===== src/rtl/instr_sequencer_if.sv =====
// Sequencer-facing bundle: instruction memory port, the four execution-unit
// handshakes and the arbitrated general-register select bus.
interface instr_sequencer_if #(
    parameter int PC_W = 8
);
    logic            run;
    logic [PC_W-1:0] imem_addr;
    logic [15:0]     imem_data;
    logic [15:0]     ir;
    logic [3:0]      unit_go;
    logic [3:0]      unit_done;
    logic [3:0]      unit_pcinc;
    logic [23:0]     unit_rxout;
    logic [23:0]     unit_rxin;
    logic [5:0]      bus_rxout;
    logic [5:0]      bus_rxin;
    logic            busy;
    logic            halted;
    logic            fault;
    logic [1:0]      fault_code;

    // Sequencer side
    modport master (
        input  run, imem_data, unit_done, unit_pcinc, unit_rxout, unit_rxin,
        output imem_addr, ir, unit_go, bus_rxout, bus_rxin,
        output busy, halted, fault, fault_code
    );

    // Memory / execution-unit side
    modport slave (
        output run, imem_data, unit_done, unit_pcinc, unit_rxout, unit_rxin,
        input  imem_addr, ir, unit_go, bus_rxout, bus_rxin,
        input  busy, halted, fault, fault_code
    );
endinterface


===== src/rtl/instr_sequencer.sv =====
// Fetch/decode/dispatch controller: owns the PC, fetches 16-bit words from
// synchronous memory, grants one of four execution units per instruction and
// muxes that unit's register selects onto the shared bus.
module instr_sequencer #(
    parameter int PC_W    = 8,
    parameter int TIMEOUT = 15
) (
    input logic               clk,
    input logic               rst,
    instr_sequencer_if.master sif
);
    localparam int CNT_W = $clog2(TIMEOUT + 1);

    typedef enum logic [2:0] {
        S_IDLE, S_FETCH, S_DECODE, S_EXEC, S_RETIRE, S_HALTED, S_FAULT
    } state_t;

    state_t          state, state_n;
    logic [PC_W-1:0] pc;
    logic [15:0]     ir_q;
    logic [1:0]      gnt;
    logic [CNT_W-1:0] cnt;

    // Decode of the word arriving from memory during DECODE
    logic [3:0] op;
    logic       op_nop, op_halt, op_unit;
    assign op      = sif.imem_data[15:12];
    assign op_nop  = (op == 4'h0);
    assign op_halt = (op == 4'hF);
    assign op_unit = (op[3:2] == 2'b01);

    // Only the granted unit's handshake is ever looked at
    logic       g_done, g_pcinc, tmo;
    logic [4:0] base;
    assign g_done  = sif.unit_done[gnt];
    assign g_pcinc = sif.unit_pcinc[gnt];
    assign tmo     = (cnt == CNT_W'(TIMEOUT - 1));
    assign base    = 5'(gnt) * 5'd6;

    assign sif.imem_addr = pc;

    // State register
    always_ff @(posedge clk or posedge rst) begin
        if (rst) state <= S_IDLE;
        else     state <= state_n;
    end

    // Next-state logic
    always_comb begin
        state_n = state;
        case (state)
            S_IDLE:   if (sif.run) state_n = S_FETCH;
            S_FETCH:  state_n = S_DECODE;
            S_DECODE: begin
                if (op_nop)       state_n = S_RETIRE;
                else if (op_halt) state_n = S_HALTED;
                else if (op_unit) state_n = S_EXEC;
                else              state_n = S_FAULT;
            end
            S_EXEC: begin
                if (g_done)   state_n = S_RETIRE;
                else if (tmo) state_n = S_FAULT;
            end
            S_RETIRE: state_n = sif.run ? S_FETCH : S_IDLE;
            default:  state_n = state;
        endcase
    end

    // Combinational outputs: busy flag and the arbitrated select bus
    always_comb begin
        sif.busy      = (state == S_FETCH) || (state == S_DECODE) ||
                        (state == S_EXEC)  || (state == S_RETIRE);
        sif.bus_rxout = 6'd0;
        sif.bus_rxin  = 6'd0;
        if (state == S_EXEC) begin
            sif.bus_rxout = sif.unit_rxout[base +: 6];
            sif.bus_rxin  = sif.unit_rxin[base +: 6];
        end
    end

    // Registered datapath: PC, instruction latch, grant, EXEC watchdog, flags.
    // ir/unit_go are loaded from next state so they are valid on the very
    // first EXEC cycle and drop to zero on the first cycle after it.
    always_ff @(posedge clk or posedge rst) begin
        if (rst) begin
            pc             <= '0;
            ir_q           <= '0;
            gnt            <= '0;
            cnt            <= '0;
            sif.ir         <= '0;
            sif.unit_go    <= '0;
            sif.halted     <= 1'b0;
            sif.fault      <= 1'b0;
            sif.fault_code <= 2'b00;
        end else begin
            if (state == S_DECODE) begin
                ir_q <= sif.imem_data;
                gnt  <= op[1:0];
                cnt  <= '0;
                if (op_nop)  pc <= pc + 1'b1;
                if (op_halt) sif.halted <= 1'b1;
                if (!op_nop && !op_halt && !op_unit) begin
                    sif.fault      <= 1'b1;
                    sif.fault_code <= 2'b01;
                end
            end
            if (state == S_EXEC) begin
                cnt <= cnt + 1'b1;
                if (g_pcinc) pc <= pc + 1'b1;
                if (!g_done && tmo) begin
                    sif.fault      <= 1'b1;
                    sif.fault_code <= 2'b10;
                end
            end
            if (state_n == S_EXEC) begin
                sif.ir      <= (state == S_DECODE) ? sif.imem_data : ir_q;
                sif.unit_go <= 4'b0001 << ((state == S_DECODE) ? op[1:0] : gnt);
            end else begin
                sif.ir      <= '0;
                sif.unit_go <= '0;
            end
        end
    end
endmodule


===== src/flat_wrapper.sv =====
// flat-port wrapper written by rule: the top's interface ports become plain ports
module instr_sequencer_flat 
#(
    parameter int PC_W    = 8,
    parameter int TIMEOUT = 15
)
  (clk, rst, sif_run, sif_imem_data, sif_unit_done, sif_unit_pcinc, sif_unit_rxout, sif_unit_rxin, sif_imem_addr, sif_ir, sif_unit_go, sif_bus_rxout, sif_bus_rxin, sif_busy, sif_halted, sif_fault, sif_fault_code);
  instr_sequencer_if #(.PC_W(PC_W)) sif_i ();
  input logic clk;
  input logic rst;
  input wire logic [$bits(sif_i.run)-1:0] sif_run;
  input wire logic [$bits(sif_i.imem_data)-1:0] sif_imem_data;
  input wire logic [$bits(sif_i.unit_done)-1:0] sif_unit_done;
  input wire logic [$bits(sif_i.unit_pcinc)-1:0] sif_unit_pcinc;
  input wire logic [$bits(sif_i.unit_rxout)-1:0] sif_unit_rxout;
  input wire logic [$bits(sif_i.unit_rxin)-1:0] sif_unit_rxin;
  output wire logic [$bits(sif_i.imem_addr)-1:0] sif_imem_addr;
  output wire logic [$bits(sif_i.ir)-1:0] sif_ir;
  output wire logic [$bits(sif_i.unit_go)-1:0] sif_unit_go;
  output wire logic [$bits(sif_i.bus_rxout)-1:0] sif_bus_rxout;
  output wire logic [$bits(sif_i.bus_rxin)-1:0] sif_bus_rxin;
  output wire logic [$bits(sif_i.busy)-1:0] sif_busy;
  output wire logic [$bits(sif_i.halted)-1:0] sif_halted;
  output wire logic [$bits(sif_i.fault)-1:0] sif_fault;
  output wire logic [$bits(sif_i.fault_code)-1:0] sif_fault_code;
  assign sif_i.run = sif_run;
  assign sif_i.imem_data = sif_imem_data;
  assign sif_i.unit_done = sif_unit_done;
  assign sif_i.unit_pcinc = sif_unit_pcinc;
  assign sif_i.unit_rxout = sif_unit_rxout;
  assign sif_i.unit_rxin = sif_unit_rxin;
  assign sif_imem_addr = sif_i.imem_addr;
  assign sif_ir = sif_i.ir;
  assign sif_unit_go = sif_i.unit_go;
  assign sif_bus_rxout = sif_i.bus_rxout;
  assign sif_bus_rxin = sif_i.bus_rxin;
  assign sif_busy = sif_i.busy;
  assign sif_halted = sif_i.halted;
  assign sif_fault = sif_i.fault;
  assign sif_fault_code = sif_i.fault_code;
  instr_sequencer #(.PC_W(PC_W), .TIMEOUT(TIMEOUT)) u_core (.clk(clk), .rst(rst), .sif(sif_i));
endmodule

===== config.mk =====
export PLATFORM = sky130hd
export DESIGN_NAME = instr_sequencer_flat
export DESIGN_NICKNAME = d
export VERILOG_FILES = /design/src/rtl/instr_sequencer_if.sv /design/src/rtl/instr_sequencer.sv /design/src/flat_wrapper.sv
export SDC_FILE = /design/constraint.sdc
export NUM_CORES = 1
export LEC_CHECK = 0
export ABC_AREA = 1
export CORE_MARGIN = 10
export CORE_UTILIZATION = 47
export CTS_CLUSTER_DIAMETER = 80
export DETAILED_ROUTE_END_ITERATION = 8
export PLACE_DENSITY_LB_ADDON = 0.2
export SYNTH_ARGS = -nofsm -noshare
export SYNTH_HDL_FRONTEND = slang
export SYNTH_SLANG_ARGS = --single-unit
export TNS_END_PERCENT = 20

===== constraint.sdc =====
create_clock -name clk -period 4.9 [get_ports clk]
set_clock_uncertainty 0.2 [all_clocks]
set_input_delay 1.225 -clock clk [delete_from_list [all_inputs] [get_ports clk]]
set_output_delay 1.225 -clock clk [all_outputs]
set_load 0.03 [all_outputs]

==> flow_metrics.env <==
export IMPL_min_period_over_period_pct=86.5
export IMPL_tns_ns=0
export IMPL_pin_count=120
export IMPL_worst_path_max_fanout=1
export IMPL_final_cell_mix="119 x clkdlybuf4s50_1, 59 x nor2_1, 57 x dfrtp_1"
export IMPL_endpoint_kind="primary output"
export IMPL_final_util_pct=69.5
export IMPL_dieArea_mm2=0.0100
export IMPL_grt_pass1_vias=2621
export IMPL_finalMaxSlewViolations=0
export IMPL_grt_first_pass_wirelength_mm=13.5
export IMPL_wl_per_cell_um=15.3
export IMPL_syn_to_final_growth_pct=44.8
export IMPL_synth_top_area_share_pct=47.3
export IMPL_synth_edf_count=0
export IMPL_fillers=516
export IMPL_critPathKind="input port to primary output"
export IMPL_place_hpwl_mm=6.39
export IMPL_cts_root_buffer="clkbuf_8"
export IMPL_yosys_warnings=0
export IMPL_async_flop_share_pct=100
export IMPL_core_mm2=0.00628
export IMPL_fin_crit_ns=4.24
export IMPL_port_buffers=119
export IMPL_drtPass1Iterations=5
export IMPL_cts_tree="yes"
export IMPL_die_y_um=100
export IMPL_maxCapViolations=0
export IMPL_pre_cts_slack_ns=0.660
export IMPL_row_count=29
export IMPL_critPathLaunchType="input port"
export IMPL_p_total_mw=0.902
export IMPL_outcome="completed"
export IMPL_hp_class="flop to flop"
export IMPL_die_w_um=100
export IMPL_layout_drive_gt1_share_pct=15.7
export IMPL_cts_clk_slew_worst_paths_ns=0.07
export IMPL_post_cts_buffers=0
export IMPL_layout_setup_ws_ns=0.662
export IMPL_final_common_cell="clkdlybuf4s50_1"
export IMPL_maxSlewHeadroom_pct=51.8
export IMPL_antenna_found_initial=0
export IMPL_htree_levels=3
export IMPL_ys_top_cells_by_area="dfrtp_1 47%, nor2_1 7.4%, nor3_2 6.6%, o21ai_0 5.3%, nand2_1 4.9%"
export IMPL_wl_mm=8.36
export IMPL_cts_sinks=57
export IMPL_peakVddDrop_mv=0.184
export IMPL_ys_types=34
export IMPL_drt_iter0_drc=176
export IMPL_ys_seq_area_share_pct=47.3
export IMPL_numCtsBuffers=9
export IMPL_layout_nets=544
export IMPL_vias_per_cell=4.94
export IMPL_syn_area_mm2=0.00301
export IMPL_diodes=0
export IMPL_postRouteAntennaNets=0
export IMPL_synth_ff_type="dfrtp_1"
export IMPL_synth_seq_cells=57
export IMPL_rsz0062_at_grt="false"
export IMPL_worst_pin_slew_ns=0.722
export IMPL_vias=2709
export IMPL_synth_top_area_cell="dfrtp_1"
export IMPL_grt_max_degree=36
export IMPL_cts_resized=0
export IMPL_synth_fp_nets=428
export IMPL_insertion_delay_ns=0.33
export IMPL_worstPathArrival_ns=2.81
export IMPL_hold_violations=0
export IMPL_gp_congestion=0.837
export IMPL_post_synth_cell_area_avg_um2=8.61
export IMPL_fmax_ghz=0.236
export IMPL_start_util_pct=48.0
export IMPL_required_ns=3.47
export IMPL_drc=0
export IMPL_setup_viol=0
export IMPL_gr_usage_all_layers_pct=16.8
export IMPL_clk_path_buf_depth=2
export IMPL_p_leak_nw=2.07
export IMPL_cellPowerDensity_mw_per_mm2=207
export IMPL_gr_total_overflow=0
export IMPL_synth_cells=350
export IMPL_cts_hold_fix_buffers=0
-- per-layer routing --
metal  part of all wire [%]  GRT usage (%)
met5                      0              0
met4                    1.9           5.87
met3                    8.0           6.87
met2                     51           28.6
met1                     39           18.6
-- cells by family after synthesis --
family / share of synthesized area [%]
compound gates: 11.5
xor+xnor: 1.74
fa+ha+maj: 1.25
buf+inv: 8.60
flops: 47.3
simple gates: 29.5
-- synth_stat cells, drive strengths merged (5+ instances only) --
cell type and n:
or2 15, nor3 20, a21oi 17, nand2 46, dfrtp 57, nand3 15, nor2 62, buf 11
o21ai 46, inv 39, clkbuf 5
-- power breakdown --
group	switching [mW]	internal [mW]
sequential	0.000198	0.471
combinational	0.0235	0.0548
clock	0.172	0.180
total	0.195	0.706
-- worst max-delay path, stage by stage --
cell	delay, ns
clkdlybuf4s50_1	0.45
nor2_1	0.04
nor2_1	0.09
o21ai_0	0.09
a21oi_1	0.20
clkdlybuf4s50_1	0.72
-- stage by stage --
stage / cell area [um2] / hold slack (ns) / std cells
after CTS: 4360 / 0.282 / 548
after global placement: 4210 / 0.253 / 532
final: 4360 / 0.280 / 548
after floorplan: 3010 / 0.249 / 350
after detailed placement: 4210 / 0.261 / 532
after global routing: 4360 / 0.307 / 548
-- worst paths after layout --
| path | from | end | slack [ns] | cells after the start |
|---|---|---|---|---|
| setup / recovery | sif_unit_rxout[0] | sif_bus_rxout[0] | 0.66 | 6 |
| hold / removal | u_core.sif.fault$_DFF_PP0_ | u_core.sif.fault$_DFF_PP0_ | 0.28 | 2 |
| setup reg to reg | u_core.gnt[1]$_DFF_PP0_ | u_core.sif.ir[7]$_DFF_PP0_ | 2.31 | 7 |
| hold reg to reg | u_core.sif.fault$_DFF_PP0_ | u_core.sif.fault$_DFF_PP0_ | 0.28 | 2 |
| max in group asynchronous | rst | u_core.sif.ir[11]$_DFF_PP0_ | 2.59 | 3 |
| min in group asynchronous | rst | u_core.sif.imem_addr[6]$_DFF_PP0_ | 1.13 | 2 |
-- final cells by class --
cell class | count | area (um2) | area share, %
clock buffer | 12 | 135 | 3.10
clock inverter | 4 | 20.0 | 0.459
inverter | 40 | 150 | 3.44
multi-input combinational | 237 | 1330 | 30.4
sequential | 57 | 1430 | 32.7
tap | 77 | 96.3 | 2.21
timing repair buffer | 121 | 1210 | 27.7
-- flip-flops by register name, indices dropped and copies added, names as in the netlist --
name / cells
u_core.cnt: 4
u_core.sif.ir: 16
u_core.sif.fault: 1
u_core.state: 3
u_core.sif.fault_code: 2
u_core.sif.imem_addr: 8
u_core.ir_q: 16
u_core.sif.halted: 1
u_core.sif.unit_go: 4
u_core.gnt: 2
(Power assumes the default switching activity.)
